[config.mk]
export PLATFORM = sky130hd
export DESIGN_NAME = wb_scoreboard_flat
export DESIGN_NICKNAME = d
export VERILOG_FILES = /design/src/rtl/rv_regs_pkg.sv /design/src/rtl/wb_scoreboard_if.sv /design/src/rtl/wb_fifo.sv /design/src/rtl/wb_scoreboard.sv /design/src/flat_wrapper.sv
export SDC_FILE = /design/constraint.sdc
export NUM_CORES = 1
export LEC_CHECK = 0
export BUFFER_PORTS_ARGS = -buffer_cell sky130_fd_sc_hd__buf_4
export CAP_MARGIN = 10
export CORE_MARGIN = 3
export CORE_UTILIZATION = 50
export DETAILED_ROUTE_END_ITERATION = 8
export PLACE_DENSITY = 0.77
export SYNTH_ARGS = -nofsm -noshare
export SYNTH_HDL_FRONTEND = slang
export SYNTH_HIERARCHICAL = 1
export SYNTH_SLANG_ARGS = --single-unit
[constraint.sdc]
create_clock -name clk -period 2.87 [get_ports clk]
set_clock_uncertainty 0.05 [all_clocks]
set_input_delay 0.574 -clock clk [delete_from_list [all_inputs] [get_ports clk]]
set_output_delay 0.574 -clock clk [all_outputs]
set_load 0.05 [all_outputs]
[src/rtl/rv_regs_pkg.sv]
// Shared register-file constants and the write-back entry type.
// Used by the scoreboard, its skid FIFO and the bus interface.
package rv_regs_pkg;

    localparam int XLEN   = 32;
    localparam int REG_AW = 5;
    localparam int NREG   = 32;

    typedef struct packed {
        logic [REG_AW-1:0] rd;
        logic [XLEN-1:0]   data;
    } wb_entry_t;

endpackage

[src/rtl/wb_scoreboard_if.sv]
// Issue, write-back and register-file write bundle of the scoreboard.
// master = decode/exec side driving it, slave = the scoreboard.
interface wb_scoreboard_if;
    import rv_regs_pkg::*;

    logic              issue_valid;
    logic              issue_ready;
    logic [REG_AW-1:0] issue_rs1;
    logic [REG_AW-1:0] issue_rs2;
    logic [REG_AW-1:0] issue_rd;
    logic              issue_rd_we;
    logic              issue_long;

    logic              alu_wb_valid;
    logic [REG_AW-1:0] alu_wb_rd;
    logic [XLEN-1:0]   alu_wb_data;

    logic              long_wb_valid;
    logic              long_wb_ready;
    logic [REG_AW-1:0] long_wb_rd;
    logic [XLEN-1:0]   long_wb_data;

    logic              reg_wr_en;
    logic [REG_AW-1:0] rd_addr;
    logic [XLEN-1:0]   w_data;

    modport master (
        output issue_valid, issue_rs1, issue_rs2, issue_rd,
        output issue_rd_we, issue_long,
        output alu_wb_valid, alu_wb_rd, alu_wb_data,
        output long_wb_valid, long_wb_rd, long_wb_data,
        input  issue_ready, long_wb_ready,
        input  reg_wr_en, rd_addr, w_data
    );

    modport slave (
        input  issue_valid, issue_rs1, issue_rs2, issue_rd,
        input  issue_rd_we, issue_long,
        input  alu_wb_valid, alu_wb_rd, alu_wb_data,
        input  long_wb_valid, long_wb_rd, long_wb_data,
        output issue_ready, long_wb_ready,
        output reg_wr_en, rd_addr, w_data
    );

endinterface

[src/rtl/wb_fifo.sv]
// Skid FIFO for long-latency write-back entries.
// Pointers carry a phase bit to tell full from empty.
module wb_fifo
    import rv_regs_pkg::*;
#(
    parameter int DEPTH = 2
) (
    input  logic      clk,
    input  logic      rst,
    input  logic      push_i,
    input  wb_entry_t din_i,
    input  logic      pop_i,
    output wb_entry_t head_o,
    output logic      full_o,
    output logic      empty_o
);

    localparam int AW = $clog2(DEPTH);

    logic [AW:0] wr_ptr_q, wr_ptr_d;
    logic [AW:0] rd_ptr_q, rd_ptr_d;
    wb_entry_t   mem_q [DEPTH];
    logic        do_push;
    logic        do_pop;

    assign empty_o = (wr_ptr_q == rd_ptr_q);
    assign full_o  = (wr_ptr_q[AW-1:0] == rd_ptr_q[AW-1:0]) &&
                     (wr_ptr_q[AW] != rd_ptr_q[AW]);
    assign do_push = push_i && !full_o;
    assign do_pop  = pop_i && !empty_o;
    assign head_o  = mem_q[rd_ptr_q[AW-1:0]];

    // Advance pointers on accepted push/pop
    always_comb begin
        wr_ptr_d = wr_ptr_q + {{AW{1'b0}}, do_push};
        rd_ptr_d = rd_ptr_q + {{AW{1'b0}}, do_pop};
    end

    // Pointer state
    always_ff @(posedge clk) begin
        if (rst) begin
            wr_ptr_q <= '0;
            rd_ptr_q <= '0;
        end else begin
            wr_ptr_q <= wr_ptr_d;
            rd_ptr_q <= rd_ptr_d;
        end
    end

    // Storage; contents are don't-care while empty
    always_ff @(posedge clk) begin
        if (do_push) begin
            mem_q[wr_ptr_q[AW-1:0]] <= din_i;
        end
    end

endmodule

[src/rtl/wb_scoreboard.sv]
// Register-file write-side master: pending-register scoreboard,
// issue hazard check and ALU/long-result write-port merge.
module wb_scoreboard
    import rv_regs_pkg::*;
#(
    parameter int LQ_DEPTH = 2
) (
    input  logic            clk,
    input  logic            rst,
    wb_scoreboard_if.slave  bus,
    output logic [NREG-1:0] pending,
    output logic            proto_err
);

    logic [NREG-1:0]   pending_q, pending_d;
    logic              proto_q, proto_d;
    logic              wr_en_q, wr_en_d;
    logic [REG_AW-1:0] rd_q, rd_d;
    logic [XLEN-1:0]   data_q, data_d;

    logic              issue_fire;
    logic              long_fire;
    logic              long_keep;
    logic              alu_fire;
    logic              use_fifo;
    logic              use_bypass;
    logic              fifo_push;
    logic              fifo_full;
    logic              fifo_empty;
    logic              clr_en;
    logic [REG_AW-1:0] clr_rd;
    wb_entry_t         long_ent;
    wb_entry_t         fifo_head;

    assign bus.issue_ready = !pending_q[bus.issue_rs1] &&
                             !pending_q[bus.issue_rs2] &&
                             !(bus.issue_rd_we &&
                               pending_q[bus.issue_rd]);

    assign issue_fire = bus.issue_valid && bus.issue_ready &&
                        bus.issue_rd_we && bus.issue_long &&
                        (bus.issue_rd != '0);

    assign bus.long_wb_ready = !fifo_full;

    assign long_fire = bus.long_wb_valid && !fifo_full;
    assign long_keep = long_fire && (bus.long_wb_rd != '0);
    assign alu_fire  = bus.alu_wb_valid && (bus.alu_wb_rd != '0);

    // Any ALU beat owns the port; an empty FIFO lets a
    // fresh long result go straight to the output register.
    assign use_fifo   = !bus.alu_wb_valid && !fifo_empty;
    assign use_bypass = !bus.alu_wb_valid && fifo_empty && long_keep;
    assign fifo_push  = long_keep && !use_bypass;

    assign long_ent = '{rd: bus.long_wb_rd, data: bus.long_wb_data};

    wb_fifo #(
        .DEPTH (LQ_DEPTH)
    ) u_fifo (
        .clk     (clk),
        .rst     (rst),
        .push_i  (fifo_push),
        .din_i   (long_ent),
        .pop_i   (use_fifo),
        .head_o  (fifo_head),
        .full_o  (fifo_full),
        .empty_o (fifo_empty)
    );

    // Select the source loaded into the write-port register
    always_comb begin
        wr_en_d = 1'b0;
        rd_d    = rd_q;
        data_d  = data_q;
        clr_en  = 1'b0;
        clr_rd  = '0;
        unique case (1'b1)
            alu_fire: begin
                wr_en_d = 1'b1;
                rd_d    = bus.alu_wb_rd;
                data_d  = bus.alu_wb_data;
            end
            use_fifo: begin
                wr_en_d = 1'b1;
                rd_d    = fifo_head.rd;
                data_d  = fifo_head.data;
                clr_en  = 1'b1;
                clr_rd  = fifo_head.rd;
            end
            use_bypass: begin
                wr_en_d = 1'b1;
                rd_d    = bus.long_wb_rd;
                data_d  = bus.long_wb_data;
                clr_en  = 1'b1;
                clr_rd  = bus.long_wb_rd;
            end
            default: begin
                wr_en_d = 1'b0;
            end
        endcase
    end

    // Pending update: set after clear so a forced collision sets
    always_comb begin
        pending_d = pending_q;
        if (clr_en) begin
            pending_d[clr_rd] = 1'b0;
        end
        if (issue_fire) begin
            pending_d[bus.issue_rd] = 1'b1;
        end
        pending_d[0] = 1'b0;
    end

    // Sticky protocol checks against the current scoreboard
    always_comb begin
        proto_d = proto_q;
        if (bus.alu_wb_valid && pending_q[bus.alu_wb_rd]) begin
            proto_d = 1'b1;
        end
        if (long_keep && !pending_q[bus.long_wb_rd]) begin
            proto_d = 1'b1;
        end
    end

    // Scoreboard, error flag and write-port registers
    always_ff @(posedge clk) begin
        if (rst) begin
            pending_q <= '0;
            proto_q   <= 1'b0;
            wr_en_q   <= 1'b0;
            rd_q      <= '0;
            data_q    <= '0;
        end else begin
            pending_q <= pending_d;
            proto_q   <= proto_d;
            wr_en_q   <= wr_en_d;
            rd_q      <= rd_d;
            data_q    <= data_d;
        end
    end

    assign bus.reg_wr_en = wr_en_q;
    assign bus.rd_addr   = rd_q;
    assign bus.w_data    = data_q;
    assign pending       = pending_q;
    assign proto_err     = proto_q;

endmodule

[src/flat_wrapper.sv]
// flat-port wrapper written by rule: the top's interface ports become plain ports
module wb_scoreboard_flat import rv_regs_pkg::*;
#(
    parameter int LQ_DEPTH = 2
)
  (clk, rst, pending, proto_err, bus_issue_valid, bus_issue_rs1, bus_issue_rs2, bus_issue_rd, bus_issue_rd_we, bus_issue_long, bus_alu_wb_valid, bus_alu_wb_rd, bus_alu_wb_data, bus_long_wb_valid, bus_long_wb_rd, bus_long_wb_data, bus_issue_ready, bus_long_wb_ready, bus_reg_wr_en, bus_rd_addr, bus_w_data);
  wb_scoreboard_if bus_i ();
  input  logic clk;
  input  logic rst;
  output logic [NREG-1:0] pending;
  output logic proto_err;
  input wire logic [$bits(bus_i.issue_valid)-1:0] bus_issue_valid;
  input wire logic [$bits(bus_i.issue_rs1)-1:0] bus_issue_rs1;
  input wire logic [$bits(bus_i.issue_rs2)-1:0] bus_issue_rs2;
  input wire logic [$bits(bus_i.issue_rd)-1:0] bus_issue_rd;
  input wire logic [$bits(bus_i.issue_rd_we)-1:0] bus_issue_rd_we;
  input wire logic [$bits(bus_i.issue_long)-1:0] bus_issue_long;
  input wire logic [$bits(bus_i.alu_wb_valid)-1:0] bus_alu_wb_valid;
  input wire logic [$bits(bus_i.alu_wb_rd)-1:0] bus_alu_wb_rd;
  input wire logic [$bits(bus_i.alu_wb_data)-1:0] bus_alu_wb_data;
  input wire logic [$bits(bus_i.long_wb_valid)-1:0] bus_long_wb_valid;
  input wire logic [$bits(bus_i.long_wb_rd)-1:0] bus_long_wb_rd;
  input wire logic [$bits(bus_i.long_wb_data)-1:0] bus_long_wb_data;
  output wire logic [$bits(bus_i.issue_ready)-1:0] bus_issue_ready;
  output wire logic [$bits(bus_i.long_wb_ready)-1:0] bus_long_wb_ready;
  output wire logic [$bits(bus_i.reg_wr_en)-1:0] bus_reg_wr_en;
  output wire logic [$bits(bus_i.rd_addr)-1:0] bus_rd_addr;
  output wire logic [$bits(bus_i.w_data)-1:0] bus_w_data;
  assign bus_i.issue_valid = bus_issue_valid;
  assign bus_i.issue_rs1 = bus_issue_rs1;
  assign bus_i.issue_rs2 = bus_issue_rs2;
  assign bus_i.issue_rd = bus_issue_rd;
  assign bus_i.issue_rd_we = bus_issue_rd_we;
  assign bus_i.issue_long = bus_issue_long;
  assign bus_i.alu_wb_valid = bus_alu_wb_valid;
  assign bus_i.alu_wb_rd = bus_alu_wb_rd;
  assign bus_i.alu_wb_data = bus_alu_wb_data;
  assign bus_i.long_wb_valid = bus_long_wb_valid;
  assign bus_i.long_wb_rd = bus_long_wb_rd;
  assign bus_i.long_wb_data = bus_long_wb_data;
  assign bus_issue_ready = bus_i.issue_ready;
  assign bus_long_wb_ready = bus_i.long_wb_ready;
  assign bus_reg_wr_en = bus_i.reg_wr_en;
  assign bus_rd_addr = bus_i.rd_addr;
  assign bus_w_data = bus_i.w_data;
  wb_scoreboard #(.LQ_DEPTH(LQ_DEPTH)) u_core (.clk(clk), .rst(rst), .bus(bus_i), .pending(pending), .proto_err(proto_err));
endmodule
Yosys cells after proc, flatten, opt, wreduce, memory -nomap -nowiden
Memories as Yosys holds them, arrays and structs flattened. A register that Yosys moved wholly into a read port is not among the register bits.
Index checks and enable logic that the tools add are counted.
{ "word_totals": {"register_bits": 75, "mem_bits_rw": 74, "inputBits": 96, "output_inout_bits": 73, "word_cells": 87, "memories": 1} }
{ "op_classes": {"addsub": 2, "order_cmp": 8, "n_eq_ne": 3, "n_mux": 26, "bitwise": 3, "reduce_logical": 36} }
{ "mem_list": {"columns": ["name", "words", "word_bits", "rd", "rd_ports_with_merged_regs", "wr", "line_no", "rtl"], "rows": [
  ["u_core.u_fifo.mem_q", 2, 37, 1, 1, 1, "wb_fifo.sv:22", "wb_entry_t mem_q [DEPTH];"]
]} }
{ "op_table": {"columns": ["operator", "count"], "rows": [
  ["$pmux W32 S3", 1],
  ["$mux W32", 2],
  ["$lt A5 B6 Y1 const B", 6],
  ["$and A32 B32 Y32", 1],
  ["$not A32 Y32", 1],
  ["$or A32 B32 Y32", 1],
  ["$bmux W1 S5", 5],
  ["$logic_and A1 B1 Y1", 21],
  ["$pmux W5 S3", 1],
  ["$reduce_bool A5 Y1", 3],
  ["$mux W1", 14],
  ["$demux W1 S5", 2],
  ["$ge A5 B1 Y1 const B", 2],
  ["$pmux W5 S2", 1],
  ["$logic_not A1 Y1", 8],
  ["$add A2 B1 Y2", 2],
  ["$reduce_bool A3 Y1", 1],
  ["$reduce_or A3 Y1", 1],
  ["$eq A2 B2 Y1", 1],
  ["$reduce_bool A2 Y1", 1],
  ["$reduce_or A2 Y1", 1],
  ["$eq A1 B1 Y1", 1],
  ["$ne A1 B1 Y1", 1]
]} }

Depth between registers and ports, before layout
{ "depth": {"ltp_word": 16, "depth_mapped": 11, "depth_no_buf": 9} }

Modules after synthesis
Netlist, hierarchy kept.
{ "modules_own_cells": {"columns": ["module", "n_inst", "cells_each", "area_per_inst_um2", "seq_area_each_um2"], "rows": [
  ["wb_scoreboard", 1, 541, 4854.7, 1401.3],
  ["wb_fifo", 1, 137, 2925.3, 2302.2]
]} }

Worst setup path before layout
OpenSTA, ideal clock, no wires.
{ "synth_timing": {"path_type": "input to register", "start": "input bus_long_wb_rd[0]", "end": "memory u_core/u_fifo/mem_q[1][0] (netlist bit), enable pin", "setup_ps": 399, "arrival_time_ps": 2570, "t_required_ps": 2421, "slack_ps": -150, "cell_stages": 5, "n_path_buf": 1, "path_cell_list": "buf_1 o41ai_1 a21oi_1 a21boi_0 ha_1"} }
{ "synth_between": {"elab_chain_len": 8} }
{ "synth_lines": {"columns": ["item", "line_no", "rtl"], "rows": [
  ["start: declaration", "flat_wrapper.sv:22", "input wire logic [$bits(bus_i.long_wb_rd)-1:0] bus_long_wb_rd;"],
  ["$reduce_bool A5 Y1 (*)", "wb_scoreboard.sv:47", "assign long_keep = long_fire && (bus.long_wb_rd != '0);"],
  ["$logic_and A1 B1 Y1 (*)", "wb_scoreboard.sv:47", null],
  ["$logic_and A1 B1 Y1", "wb_scoreboard.sv:53", "assign use_bypass = !bus.alu_wb_valid && fifo_empty && long_keep;"],
  ["$logic_not A1 Y1", "wb_scoreboard.sv:54", "assign fifo_push = long_keep && !use_bypass;"],
  ["$logic_and A1 B1 Y1 (*)", "wb_scoreboard.sv:54", null],
  ["via u_core.fifo_push", "wb_scoreboard.sv:27", "logic fifo_push;"],
  ["$logic_and A1 B1 Y1 (*)", "wb_fifo.sv:29", "assign do_push = push_i && !full_o;"],
  ["$mux W1 (*)", "wb_fifo.sv:52", "if (do_push) begin"],
  ["$mux W1 (implied by the code) (*)", "wb_fifo.sv:53", "mem_q[wr_ptr_q[AW-1:0]] <= din_i;"],
  ["end: declaration", "wb_fifo.sv:22", null]
]} }
The timed path passes the listed nets; every way through them passes the cells marked *.

Worst setup path after layout
{ "layout_timing": {"start": "register u_core.pending_q[2], in the netlist u_core/pending[2]", "end": "output bus_issue_ready"} }
{ "layout_between": {"elab_chain_len": 5, "elab_cells_between_ends": 12, "classes_between": "mux (6); reduce/logical (6)"} }
{ "layout_lines": {"columns": ["item", "line_no", "rtl"], "rows": [
  ["start: declaration", "wb_scoreboard.sv:15", "logic [NREG-1:0] pending_q, pending_d;"],
  ["start signal: assignment", "wb_scoreboard.sv:136", "pending_q <= pending_d;"],
  ["$bmux W1 S5, on equally long branches", "wb_scoreboard.sv:35, wb_scoreboard.sv:36, wb_scoreboard.sv:38", null],
  ["$mux W1, on equally long branches", "wb_scoreboard.sv:35, wb_scoreboard.sv:36, wb_scoreboard.sv:38", null],
  ["$logic_not A1 Y1 (tied with other cells)", "wb_scoreboard.sv:35", "assign bus.issue_ready = !pending_q[bus.issue_rs1] &&"],
  ["$logic_and A1 B1 Y1 / $logic_not A1 Y1 (equally long branches)", "wb_scoreboard.sv:35, wb_scoreboard.sv:37", null],
  ["$logic_and A1 B1 Y1 (*)", "wb_scoreboard.sv:36", "!pending_q[bus.issue_rs2] &&"],
  ["end: declaration", "flat_wrapper.sv:24", "output wire logic [$bits(bus_i.issue_ready)-1:0] bus_issue_ready;"]
]} }
Mark *: on every way between the ends. The rest lies on a longest branch, timed or not. The select of a mux whose other input is x is not followed.

==> results.toml <==
[sta]
hold_viol = 0
setup-violations-final = 1
tightest_slew_ns = 0.600
fin_crit_sh_pct = 102
post-route-min-period_ns = 2.93
rsz0062_at_grt = "yes"
layout_setup_ws_ns = -0.0566
max_freq_ghz = 0.342
final_max_slew_viol_count = 0
maxSlewHeadroom_pct = 60.0

[floorplanning]
num_rows = 44
start_util_pct = 52.3
core_sq_um = 14900
die_x_um = 131
die_area_sq_um = 17100
num_io_pins = 169
die_y_um = 131

[yosys]
seq_area_frac_synth_pct = 47.6
yosys.area.top_type = "edfxtp_1"
synthTopCellsByArea = "edfxtp_1 29%, dfxtp_1 19%, mux4_2 7.2%"
syn_area_per_cell_sq_um = 11.5
synth_edf_count = 74
syn_area_sq_um = 7780
syn-num-nets = 777
synth-seq-cells = 148
synth_flop_cell = "edfxtp_1"
synth_top_area_share_pct = 28.6
synthCells = 678
async_flop_share_pct = 0
synth.distinct_cells = 70
yosysWarnings = 6

[clock_network]
cts_max_level = 4
cts-buffers-inserted = 17
ctsHoldBuffers = 0
clk_pin_slew_ns = 0.07
cts_tree = "yes"
clk_latency_ns = 0.42
cts_sinks = 148
clk_path_buf_depth = 2
cts-root-buf = "clkbuf_16"

[critical_path]
cpLargestDelayFamily = "compound AO/OA/AOI/OAI gates"
r2r_start = "u_core/pending[2]$_SDFF_PP0_"
worst_ep_required_time_ns = 2.25
r2r-end = "u_core/pending[5]$_SDFF_PP0_"
crit_start = "u_core/pending[2]$_SDFF_PP0_"
startpoint_type = "flop"
worstSetupPathType = "flop to output pin"
crit_buf_inv = 1
crit_arrival_ns = 2.30
ff2ff_path_depth = 8
cp-end-kind = "output pin"
worstPathMaxFanout = 7
critPathSlowestCell = "dfxtp_1"
cp_slowest_stage_delay_ns = 0.48
rrSetupSlack_ns = 0.04
crit_chain = "nor2b_1, a221o_2, a221oi_4, a31o_4, o211a_4, buf_8"

[worst_hold_path]
min_path_type = "input pin to flop"
whs_endpoint = "u_core/u_fifo/mem_q[0][25]$_DFFE_PP_"
worstHoldStart = "bus_long_wb_data[25]"
whs_path_depth = 1

[power_and_ir_drop]
vdd_drop_max_v = 0.000437
leakage_nw = 3.96
p_per_area_nw_per_um2 = 632

[detailed_routing]
dr.pass1.iters = 5
wl_per_cell_um = 23.4
first_iter_violations = 1039
vias_per_cell = 6.53
routed_wl_um = 25400
drtAntennaViolNets = 0
drc = 0
vias = 7076

[grt]
grt_pass1_wl_um = 39200
grt_start_max_net_pins = 40
grt_usage_pct = 29.6
overflow = 0
antenna_found_initial = 0
grt_pass1_vias = 7093

[run_status]
violations = "setup timing"
status = "complete, but fails checks"

[finish]
final_common_cell = "buf_4"
syn_to_final_growth_pct = 31.7
fillers = 1076
fin_cells = 1083
drive_above_1_share_pct = 41.6
diodes = 0
most-common-layout-cells = "233 x buf_4, 74 x edfxtp_1, 60 x dfxtp_1, 53 x nor2_1, 48 x o21ai_0"
nNetsFinal = 985

[placement]
place_hpwl_um = 17900
io_buffers = 167
gp_congestion = 0.986
place_ws_ns = -0.103
placed_cells = 1037

[job]
max_cap_violations = 0
-- layer usage --
metal	up-vias	routed length [um]	track usage, %
met1	3389	9470	39.1
met5	-	0	0
li1	3094	-	-
met4	0	972	11.5
met2	490	12200	48.2
met3	103	2720	6.06
-- power breakdown --
group	internal [W]	leakage, nW	total (W)	switching [W]
combinational	0.000691	2.42	0.00189	0.00120
clock	0.00111	0.251	0.00200	0.000889
sequential	0.00248	1.30	0.00258	0.000102
total	0.00428	3.96	0.00647	0.00219
-- sequential cells by signal (all words and copies together), names as in the netlist --
name / count
u_core/u_fifo/mem_q: 74
u_core/proto_err: 1
u_core/u_fifo/rd_ptr_q: 2
u_core/pending: 31
u_core/bus.w_data: 32
u_core/bus.reg_wr_en: 1
u_core/u_fifo/wr_ptr_q: 2
u_core/bus.rd_addr: 5
-- how the worst max path moves through the flow --
| stage | depth (start not counted) | end | slack, ns |
|---|---|---|---|
| after CTS | 6 | bus_issue_ready | -0.006 |
| after global placement | 7 | bus_issue_ready | -0.06 |
| after floorplan | 7 | bus_issue_ready | 0.02 |
| final | 6 | bus_issue_ready | -0.06 |
| after global routing | 10 | u_core/bus.w_data[26]$_SDFFE_PP0P_ | -0.12 |
| after detailed placement | 7 | bus_issue_ready | -0.10 |
-- layout make-up --
cell class / instances / area (sq um) / share of cell area [%]
Inverter: 19 / 71.3 / 0.696
Sequential cell: 148 / 3740 / 36.5
Timing Repair Buffer: 241 / 1880 / 18.3
Tap cell: 184 / 230 / 2.25
Clock inverter: 13 / 101 / 0.989
Multi-Input combinational cell: 459 / 3790 / 37.0
Clock buffer: 19 / 433 / 4.23
-- cell usage after synthesis (6+ instances only) --
cell type	instances
mux2_4	10
buf_6	7
dfxtp_1	74
nor2b_1	6
clkbuf_1	34
nor2_1	54
o41ai_1	7
nand3_1	11
nor3_1	7
inv_1	17
o21ai_0	48
a21oi_1	8
a22oi_1	34
a211oi_1	35
nand2_1	24
mux2_2	34
mux4_2	25
o22ai_1	6
nand2b_1	6
buf_2	8
mux2i_1	22
o31ai_1	20
edfxtp_1	74
o211ai_1	25
-- cells by family (layout without fill, tap and decap cells) --
kind of cell	after synthesis	count (layout)	share of synthesized area [%]
XOR/XNOR	6	6	0.675
other	1	1	0.0482
adder cells (fa/ha/maj)	3	3	0.483
flip-flops	148	148	47.6
AND/OR/NAND/NOR	135	135	8.88
AO/OA/AOI/OAI	220	220	20.1
multiplexers	94	94	17.9
buffers and inverters	71	292	4.33
-- worst reg2reg max path: cells and delay by family, from the launching register on --
| family | cells | cell delay, ns |
|---|---|---|
| simple gates | 2 | 0.48 |
| flops | 1 | 0.48 |
| compound gates | 4 | 1.43 |
| buf+inv | 2 | 0.22 |
-- per-stage QoR --
step | util (%) | TNS, ns | power [W] | hold slack [ns] | area, sq um
3_5_place_dp | 64.0 | -0.177 | 0.00447 | 0.445 | 9510
4_1_cts | 68.6 | -0.00644 | 0.00646 | 0.281 | 10200
2_1_floorplan | - | 0 | 0.00382 | 0.492 | 7780
6_report | 68.9 | -0.0566 | 0.00647 | 0.292 | 10200
3_3_place_gp | 64.0 | -0.112 | 0.00441 | 0.437 | 9510
5_1_grt | 68.9 | -3.35 | 0.00674 | 0.281 | 10200
-- timing repair --
action                     CTS  global route
setup endpoints to repair    1            77
gates resized for setup     26             9
pin swaps                    3             5
setup buffers               13             1
(Power assumes the default switching activity.)
